<file path="src/rtl/iter_shifter_pkg.sv">
// Shared encodings for the multicycle shifter: operation codes and FSM states.
package iter_shifter_pkg;

  typedef enum logic [1:0] {
    OP_SLL  = 2'b00,
    OP_SRL  = 2'b01,
    OP_SRA  = 2'b10,
    OP_ROTR = 2'b11
  } op_e;

  typedef enum logic [1:0] {
    IDLE  = 2'b00,
    SHIFT = 2'b01,
    DONE  = 2'b10
  } state_e;

endpackage

</file>
<file path="src/rtl/iter_shifter_if.sv">
// Request/response bundle between the control FSM (master) and the shifter (slave).
interface iter_shifter_if #(
  parameter int WIDTH   = 16,
  parameter int SHAMT_W = 5
) ();
  logic               start;
  logic [1:0]         op;
  logic [WIDTH-1:0]   din;
  logic [SHAMT_W-1:0] shamt;
  logic               busy;
  logic               done;
  logic [WIDTH-1:0]   result;
  logic               carry;

  modport master (
    output start, op, din, shamt,
    input  busy, done, result, carry
  );

  modport slave (
    input  start, op, din, shamt,
    output busy, done, result, carry
  );
endinterface

</file>
<file path="src/rtl/iter_shifter_shift_step.sv">
// Combinational single step: shifts/rotates a vector by k positions and reports the last bit out.
module shift_step
  import iter_shifter_pkg::*;
#(
  parameter int WIDTH = 16,
  parameter int KW    = 1
) (
  input  op_e              op,
  input  logic [WIDTH-1:0] din,
  input  logic [KW-1:0]    k,
  output logic [WIDTH-1:0] dout,
  output logic             cout
);

  // One guard bit beside the vector catches the last bit shifted out.
  logic [WIDTH:0] wide;

  always_comb begin
    wide = '0;
    dout = din;
    cout = 1'b0;
    unique case (op)
      OP_SLL: begin
        wide = {1'b0, din} << k;
        dout = wide[WIDTH-1:0];
        cout = wide[WIDTH];
      end
      OP_SRL: begin
        wide = {din, 1'b0} >> k;
        dout = wide[WIDTH:1];
        cout = wide[0];
      end
      OP_SRA: begin
        wide = $signed({din, 1'b0}) >>> k;
        dout = wide[WIDTH:1];
        cout = wide[0];
      end
      OP_ROTR: begin
        dout = (din >> k) | (din << (WIDTH - int'(k)));
        cout = dout[WIDTH-1];
      end
    endcase
  end

endmodule

</file>
<file path="src/rtl/iter_shifter.sv">
// Multicycle shifter: accepts an operation on start, shifts up to STEP bits per cycle, pulses done.
module iter_shifter
  import iter_shifter_pkg::*;
#(
  parameter int WIDTH   = 16,
  parameter int SHAMT_W = 5,
  parameter int STEP    = 1
) (
  input logic         clk,
  input logic         rst,
  iter_shifter_if.slave bus
);

  localparam int KW = $clog2(STEP + 1);

  state_e             state_q, state_d;
  op_e                op_q, op_d;
  logic [WIDTH-1:0]   work_q, work_d;
  logic [SHAMT_W-1:0] rem_q, rem_d;
  logic [WIDTH-1:0]   result_q, result_d;
  logic               carry_q, carry_d;

  logic [SHAMT_W-1:0] eff;
  logic [KW-1:0]      k;
  logic [WIDTH-1:0]   step_out;
  logic               step_cout;

  // Shifts clamp at WIDTH; rotations wrap modulo WIDTH.
  always_comb begin
    eff = bus.shamt;
    if (op_e'(bus.op) == OP_ROTR) begin
      eff = SHAMT_W'(int'(bus.shamt) % WIDTH);
    end else if (int'(bus.shamt) > WIDTH) begin
      eff = SHAMT_W'(WIDTH);
    end
  end

  always_comb begin
    k = KW'(rem_q);
    if (int'(rem_q) > STEP) begin
      k = KW'(STEP);
    end
  end

  shift_step #(
    .WIDTH (WIDTH),
    .KW    (KW)
  ) u_step (
    .op   (op_q),
    .din  (work_q),
    .k    (k),
    .dout (step_out),
    .cout (step_cout)
  );

  always_comb begin
    state_d  = state_q;
    op_d     = op_q;
    work_d   = work_q;
    rem_d    = rem_q;
    result_d = result_q;
    carry_d  = carry_q;
    unique case (state_q)
      IDLE: begin
        if (bus.start) begin
          op_d   = op_e'(bus.op);
          work_d = bus.din;
          rem_d  = eff;
          if (eff == '0) begin
            state_d  = DONE;
            result_d = bus.din;
            carry_d  = 1'b0;
          end else begin
            state_d = SHIFT;
          end
        end
      end
      SHIFT: begin
        work_d = step_out;
        rem_d  = rem_q - SHAMT_W'(k);
        if (rem_d == '0) begin
          state_d  = DONE;
          result_d = step_out;
          carry_d  = step_cout;
        end
      end
      DONE: begin
        state_d = IDLE;
      end
      default: begin
        state_d = IDLE;
      end
    endcase
  end

  always_ff @(posedge clk) begin
    if (rst) begin
      state_q  <= IDLE;
      op_q     <= OP_SLL;
      work_q   <= '0;
      rem_q    <= '0;
      result_q <= '0;
      carry_q  <= 1'b0;
    end else begin
      state_q  <= state_d;
      op_q     <= op_d;
      work_q   <= work_d;
      rem_q    <= rem_d;
      result_q <= result_d;
      carry_q  <= carry_d;
    end
  end

  assign bus.busy   = (state_q != IDLE);
  assign bus.done   = (state_q == DONE);
  assign bus.result = result_q;
  assign bus.carry  = carry_q;

endmodule
</file>
<file path="src/flat_wrapper.sv">
// flat-port wrapper written by rule: the top's interface ports become plain ports
module iter_shifter_flat import iter_shifter_pkg::*;
#(
  parameter int WIDTH   = 16,
  parameter int SHAMT_W = 5,
  parameter int STEP    = 1
)
  (clk, rst, bus_start, bus_op, bus_din, bus_shamt, bus_busy, bus_done, bus_result, bus_carry);
  iter_shifter_if #(.WIDTH(WIDTH), .SHAMT_W(SHAMT_W)) bus_i ();
  input logic clk;
  input logic rst;
  input wire logic [$bits(bus_i.start)-1:0] bus_start;
  input wire logic [$bits(bus_i.op)-1:0] bus_op;
  input wire logic [$bits(bus_i.din)-1:0] bus_din;
  input wire logic [$bits(bus_i.shamt)-1:0] bus_shamt;
  output wire logic [$bits(bus_i.busy)-1:0] bus_busy;
  output wire logic [$bits(bus_i.done)-1:0] bus_done;
  output wire logic [$bits(bus_i.result)-1:0] bus_result;
  output wire logic [$bits(bus_i.carry)-1:0] bus_carry;
  assign bus_i.start = bus_start;
  assign bus_i.op = bus_op;
  assign bus_i.din = bus_din;
  assign bus_i.shamt = bus_shamt;
  assign bus_busy = bus_i.busy;
  assign bus_done = bus_i.done;
  assign bus_result = bus_i.result;
  assign bus_carry = bus_i.carry;
  iter_shifter #(.WIDTH(WIDTH), .SHAMT_W(SHAMT_W), .STEP(STEP)) u_core (.clk(clk), .rst(rst), .bus(bus_i));
endmodule
</file>
<file path="config.mk">
export PLATFORM = sky130hd
export DESIGN_NAME = iter_shifter_flat
export DESIGN_NICKNAME = d
export VERILOG_FILES = /design/src/rtl/iter_shifter_pkg.sv /design/src/rtl/iter_shifter_if.sv /design/src/rtl/iter_shifter_shift_step.sv /design/src/rtl/iter_shifter.sv /design/src/flat_wrapper.sv
export SDC_FILE = /design/constraint.sdc
export NUM_CORES = 1
export LEC_CHECK = 0
export CAP_MARGIN = 20
export CORE_MARGIN = 1.5
export CORE_UTILIZATION = 52
export CTS_CLUSTER_SIZE = 10
export DETAILED_ROUTE_END_ITERATION = 10
export GPL_TIMING_DRIVEN = 0
export MAX_ROUTING_LAYER = met4
export PLACE_DENSITY = 0.8
export SLEW_MARGIN = 20
export SYNTH_ARGS = -nofsm -noshare
export SYNTH_HDL_FRONTEND = slang
export SYNTH_SLANG_ARGS = --single-unit
</file>
<file path="constraint.sdc">
create_clock -name clk -period 2.1 [get_ports clk]
set_clock_uncertainty 0.05 [all_clocks]
set_input_delay 0.525 -clock clk [delete_from_list [all_inputs] [get_ports clk]]
set_output_delay 0.525 -clock clk [all_outputs]
set_load 0.005 [all_outputs]
</file>
==> summary.md, run 1 <==
| Metric | Value |
|---|---|
| Synth warn | 0 |
| Critical path type | reg -> reg |
| GRT overflow | 0 |
| Post-Syn Area | around 2400 um2 |
| Max_cap viols | 0 |
| Worst-Skew Late Latency | ~0.30 ns |
| Leak pwr | around 0.0011 uW |
| Part of the cycle the worst path needs | 0.976 |
| # diodes | 0 |
| Fin cells | a little under 400 |
| Finished layout cell area | 3150 um2 |
| Die area | between 4000 and 5000 um2 |
| Cell variety after synth | 50 |
| Via density | just over 6 |
| Area grow syn2layout | 32.8% |
| Routed len/inst | roughly 17 um |
| Final WL | approximately 6700 um |
| IO Pins | 45 |
| Final Worst Setup Slack | 0.0506 ns |
| TritonCTS Sinks | 42 |
| Primary FF master, synth | dfxtp_1 |
| Chip Width | around 70 um |
| CTS max path bufs | 2 |
| Total number of vias | approximately 2400 |
| Hold buffer count at cts | 0 |
| Slew margin rel. | 0.451 |
| Status | completed |
| Actual slew at the worst max-slew pin | 0.824 ns |
| Global-route wire length before repair | 9980 um |
| GRT Resource Usage Total | 0.258 |
| 1st-pass router iterations | 5 |
| EDFF count, synth | 0 |
| Sequential Power Share | 0.360 |
| Layout cells sized above 1 | 0.237 |
| Final setup viols | 0 |
| Mapped Nets | 306 |
| Core ar. | roughly 4400 um2 |
| Max Freq | between 400 and 500 MHz |
| Detailed-route DRC error count | 0 |
| Worst Path Required | approximately 2.2 ns |
| Max-slew violation count | 0 |
| Syn Area/Cell | approximately 8.5 um2 |
| Final min period | 2.05 ns |
| Clock share of power | 0.175 |
| Pin count of the biggest net entering global routing | 14 |
| Post-Syn Instances | approximately 280 |
| Clk pin slew, worst setup/hold paths | around 0.090 ns |
| Internal power | around 1800 uW |
| Power per cell area | 957 nW/um2 |
| Initial Util | 0.541 |
| 1st-iter DRT viols | roughly 230 |
| Vias in the first global route | ~2100 |
| CP Capture Type | flop |
| Setup_tns | 0 ns |
| Reg area | 856 um2 |
| # rows | 24 |
| Flops & latches, synth | between 40 and 50 |
| CP Data Arrival Time | 2.16 ns |
| IO Port Bufs | 43 |
| Combinational share of power | 0.465 |
| Root Buffer | clkbuf_8 |
| Number of buffers created by CTS | 5 |
| Area taken by multi-input logic gates | about 1400 um2 |
| Place WS | -0.307 ns |
| Sw frac | 0.388 |
| Initial antenna violation count | 0 |
| Max IR drop VDD | ~570 uV |
| Yosys top cell area share | 0.355 |
| Routability cong. | between 0.8 and 0.9 |
| Max FO, Critical Path | 10 |
| Synth top cells by count | dfxtp_1, nor2_1, nand2_1, a21oi_1 |
| Post-DP HPWL | 4380 um |
| DP Area | approximately 2900 um2 |
| Placed cell count | roughly 370 |
| Psw | roughly 1200 uW |
| Htree depth | 2 |
| Largest area contributor in the netlist | dfxtp_1 |
| Main area contributors after synthesis | dfxtp_1, a211oi_2, a311oi_1 |
| Final net count | 369 |
| Die extent in y | about 71 um |
| Critical Path Source Type | flop |
| CTS tree | yes |
| Hold Fails Final Rpt | 0 |
| Antenna Nets Post-Route | 0 |
| Ys async rst share | 0 |
| Hold crit path type | reg -> reg |
| FILL cells | roughly 370 |
| Fin util | 0.718 |
| Count leader, synth | dfxtp_1 |
| Sequential-to-total area share from yosys stat | 0.355 |
## flip-flops by register name, summed over array words and instances (netlist names)
name and count:
u_core.bus.carry 1, u_core.work_q 16, u_core.state_q 2, u_core.op_q 2, u_core.rem_q 5, u_core.bus.result 16
## through the flow
step	hold slack, ns	total power [uW]
floorplan	0.407	1940
global placement	0.402	2300
detailed placement	0.409	2320
CTS	0.421	2850
global route	0.426	3180
finish	0.419	3010
## area by class of cell
cell class / instances / share of cell area
clock inverter: 2 / 0.00437
clock buffer: 6 / 0.0231
inverter: 3 / 0.00358
tap: 52 / 0.0207
sequential: 42 / 0.272
buffer: 26 / 0.0505
timing repair buffer: 56 / 0.180
multi-input combinational: 207 / 0.446
## per-layer routing
layer  routed length, um  global-route usage
met1                2980               0.354
met2                3090               0.389
met3                 464              0.0462
met4                 126              0.0769
met5                   0                   -
## path summary, 6_finish.rpt
kind	from	to	slack [ns]	cells past startpoint
worst min register to register	u_core.bus.result[0]$_SDFFE_PP0P_	u_core.bus.result[0]$_SDFFE_PP0P_	0.42	2
worst max register to register	u_core.rem_q[1]$_SDFFE_PP0P_	u_core.work_q[9]$_SDFFE_PP0P_	0.05	8
worst max-delay path	u_core.rem_q[1]$_SDFFE_PP0P_	u_core.work_q[9]$_SDFFE_PP0P_	0.05	8
worst min-delay path	u_core.bus.result[0]$_SDFFE_PP0P_	u_core.bus.result[0]$_SDFFE_PP0P_	0.42	2
## placed cells by master (no fill, tap or decap), drive strengths merged, types with 2 or more instances in the layout
cell	netlist	routed
o21ai	15	15
a31oi	4	4
buf	12	23
clkbuf	14	22
nand2	22	22
a21boi	2	2
nor2	42	42
clkdlybuf4s50	0	42
inv	3	3
clkinv	0	2
mux2i	2	2
or3	2	2
nor3	15	15
dfxtp	42	42
o211ai	5	5
nor2b	4	4
ha	2	2
or2	4	4
a311oi	14	14
nand2b	3	3
a211oi	29	29
nand3	6	6
a21oi	19	19
## kinds of logic (layout without fill, tap and decap cells)
kind of cell               count (synthesis)  in the layout  share of synthesized area
AOI/OAI and AO/OA                        100            100                      0.334
xor gates and xnor gates                   1              1                    0.00370
adders and majority gates                  2              2                     0.0106
buffers and inverters                     29             93                     0.0702
DFF                                       42             42                      0.355
muxes                                      2              2                    0.00845
and+or+nand+nor                          102            102                      0.218
## critical path, stage by stage, from the launching register on
cell and delay (ns):
dfxtp_4 0.37, buf_4 0.14, or3_1 0.34, buf_4 0.17
buf_4 0.17, nor3_1 0.13, a311oi_1 0.07, a21oi_1 0.33
a211oi_1 0.13
## repair_timing
| item | in CTS | in global routing |
|---|---|---|
| setup endpoints to repair | 17 | 18 |
| setup buffers | 0 | 11 |
| pin swaps | 0 | 9 |
| resized for setup | 4 | 15 |
| cloned | 0 | 2 |
## power by group through the flow
stage	registers, uW	logic [uW]	clock network [uW]
final	1090	1400	527
after global placement	1090	1210	0
after CTS	1080	1250	525
after global routing	1100	1520	551
after floorplan	1070	877	0
after detailed placement	1090	1240	0
Power figures use the tool's default switching activity.
==> run 2, diff against run 1 <==
Settings changed: CTS_CLUSTER_SIZE 10 to 28.
==> results of run 2 <==
Same layout as run 1: the final DEF is identical, and so are final timing and power.
==> run 3, diff against run 2 <==
Settings changed: CORE_ASPECT_RATIO from default to 2, REMOVE_ABC_BUFFERS from default to 1.
==> run 3 against run 2 <==
  * Via count decreased by 4.9%
  * Die area increased by 0.50%
  * Non-clock buffer count decreased by 29
  * Sequential power about the same
  * Cell count decreased by 6.6%
  * Utilization decreased by 2.0 points
  * Sequential share of layout area increased by 0.72 points
  * First-iteration DRC count decreased by 62%
  * Worst setup slack improved by 0.0024 ns
==> summary.md, run 3 (synthesis gave the netlist of run 1 again) <==
| Metric | Value |
|---|---|
| Status | completed |
| 1st-iter DRT viols | 86 (-62%) |
| Internal power | 1810 uW (-1.7%) |
| CTS max path bufs | 2 (unchanged) |
| Combinational share of power | 0.441 (-0.024) |
| Total power | 2950 uW (-2.0%) |
| Max FO, Critical Path | 6 (-4) |
| TritonCTS Sinks | 42 (unchanged) |
| Part of the cycle the worst path needs | 0.975 (-0.00115) |
| Sw frac | 0.386 (-0.00217) |
| Critical Path Source Type | flop |
| Die extent in y | 98.5 um (+40%) |
| Critical path type | reg -> reg |
| Cell repeated most along the worst path | nor2_2 |
| Core ar. | 4380 um2 (about the same) |
| Detailed-route DRC error count | 0 (unchanged) |
| Post-DP HPWL | 3930 um (-10%) |
| Layout cells sized above 1 | 0.239 (+0.00201) |
| Max Freq | 489 MHz (+0.12%) |
| Final WL | 6290 um (-5.6%) |
| Final min period | 2.05 ns (-0.00241 ns) |
| Initial antenna violation count | 0 (unchanged) |
| Critical-path cell list | nor2_2 > a21oi_2 > ha_2 > xnor2_2 > nand4_1 > a21bo_4 > buf_12 > nor2_2 > a211oi_2 |
| Worst-Skew Late Latency | 0.30 ns (about the same) |
| 1st-pass router iterations | 5 (unchanged) |
| Hold buffer count at cts | 0 (unchanged) |
| Final Worst Setup Slack | 0.0531 ns (+0.00241 ns) |
| CP Capture Type | flop |
| Max_cap viols | 0 (unchanged) |
| RSZ-0062 raised after global routing | yes |
| Hold crit path type | reg -> reg |
| CTS tree | yes |
| Root Buffer | clkbuf_8 |
| Clk pin slew, worst setup/hold paths | 0.08 ns (about the same) |
| Most frequent cells in the layout | clkdlybuf4s50_1, dfxtp_1, nor2_1 |
| Max-slew violation count | 0 (unchanged) |
| Power per cell area | 966 nW/um2 (+0.88%) |
| Final net count | 341 (-7.6%) |
| Die area | 5000 um2 (+0.50%) |
| GRT overflow | 0 (unchanged) |
| Most common cell after layout, fill and taps aside | clkdlybuf4s50_1 |
| Max IR drop VDD | 717 uV (+27%) |
| # diodes | 0 (unchanged) |
| Via density | 6.30 (+1.8%) |
| Slew margin rel. | 0.542 (+0.0907) |
| Total number of vias | 2318 (-4.9%) |
| Pin count of the biggest net entering global routing | 33 (+19) |
| Clock share of power | 0.185 (+0.010) |
| IO Port Bufs | 44 (+2.3%) |
| Antenna Nets Post-Route | 0 (unchanged) |
| Final setup viols | 0 (unchanged) |
| Area grow syn2layout | 29.0% |
| Routed len/inst | 17.1 um (+1.1%) |
| Vias in the first global route | 2188 (+4.3%) |
| Actual slew at the worst max-slew pin | 0.687 ns (-0.137 ns) |
| GRT Resource Usage Total | 0.270 (+0.0114) |
| Slowest cell on the critical path | dfxtp_2 |
| # rows | 34 (+42%) |
| Routability cong. | 0.808 (-9.3%) |
| Setup_tns | 0 ns (unchanged) |
| Initial Util | 0.541 (about the same) |
| IO Pins | 45 (unchanged) |
| CP Data Arrival Time | 2.22 ns (+0.06 ns) |
| Place WS | -0.664 ns (-0.357 ns) |
| Global-route wire length before repair | 10100 um (+1.2%) |
| Leak pwr | 0.00104 uW (-6.0%) |
| Hold Fails Final Rpt | 0 (unchanged) |
| Max incr delay on CP | 0.39 ns (+0.02 ns) |
| Sequential Power Share | 0.374 (+0.014) |
| Number of buffers created by CTS | 5 (unchanged) |
| Htree depth | 2 (unchanged) |
| Worst Path Required | 2.28 ns (+0.07 ns) |
| Psw | 1140 uW (-2.6%) |
| Chip Width | 50.7 um (-28%) |
run 3: changes by cell type in the layout (fill, tap and decap cells not counted), sizes merged:
| cell | change |
|---|---|
| a21bo | +1 |
| clkdlybuf4s50 | +1 |
| buf | -14 |
| clkinv | -1 |
| dlymetal6s2s | -1 |
| clkbuf | -14 |
run 3: metrics by stage:
| step | std cells | cell area (um2) | hold slack, ns | utilization |
|---|---|---|---|---|
| 2_1_floorplan | 252 | 2210 | 0.401 | - |
| 3_3_place_gp | 350 | 2720 | 0.402 | 0.621 |
| 3_5_place_dp | 352 | 2760 | 0.404 | 0.630 |
| 4_1_cts | 363 | 2950 | 0.417 | 0.674 |
| 5_1_grt | 368 | 3060 | 0.459 | 0.698 |
| 6_report | 368 | 3060 | 0.425 | 0.698 |
run 3: cell type report:
cell class,instances,area [um2]
timing repair buffer,53,573
clock inverter,1,5.00
sequential,42,853
clock buffer,7,86.3
multi-input combinational,208,1460
inverter,3,11.3
fill,364,1330
tap,54,67.6
run 3: worst paths after layout:
path | startpoint | slack, ns | endpoint | cells after the start
hold reg to reg | u_core.bus.result[0]$_SDFFE_PP0P_ | 0.43 | u_core.bus.result[0]$_SDFFE_PP0P_ | 2
setup reg to reg | u_core.rem_q[1]$_SDFFE_PP0P_ | 0.05 | u_core.bus.result[8]$_SDFFE_PP0P_ | 9
hold / removal | u_core.bus.result[0]$_SDFFE_PP0P_ | 0.43 | u_core.bus.result[0]$_SDFFE_PP0P_ | 2
setup / recovery | u_core.rem_q[1]$_SDFFE_PP0P_ | 0.05 | u_core.bus.result[8]$_SDFFE_PP0P_ | 9
run 3: metal layers:
metal,GRT usage,vias up,wire (um)
li1,-,1106,-
met1,0.294,1112,2420
met2,0.455,82,3410
met3,0.0455,18,277
met4,0.143,0,187
met5,-,-,0
run 3: critical path: cells and delay by family, from the launching register on:
kind	cells	cell delay (ns)
AOI/OAI and AO/OA	3	0.68
xor gates and xnor gates	1	0.13
adders and majority gates	1	0.23
buffers and inverters	1	0.14
DFF	1	0.39
and+or+nand+nor	3	0.35
run 3: what timing repair did:
item	in CTS	in global routing
endpoints found under the setup margin	18	19
gates resized for setup	14	13
pin swaps	1	17
gates cloned	1	1
setup buffers	2	4
run 3: power groups by stage:
stage	Combinational, uW	Sequential, uW	Clock (uW)
6_report	1300	1100	546
5_1_grt	1430	1120	592
4_1_cts	1210	1090	555
3_5_place_dp	1120	1100	0
3_3_place_gp	1080	1100	0
2_1_floorplan	752	1080	0
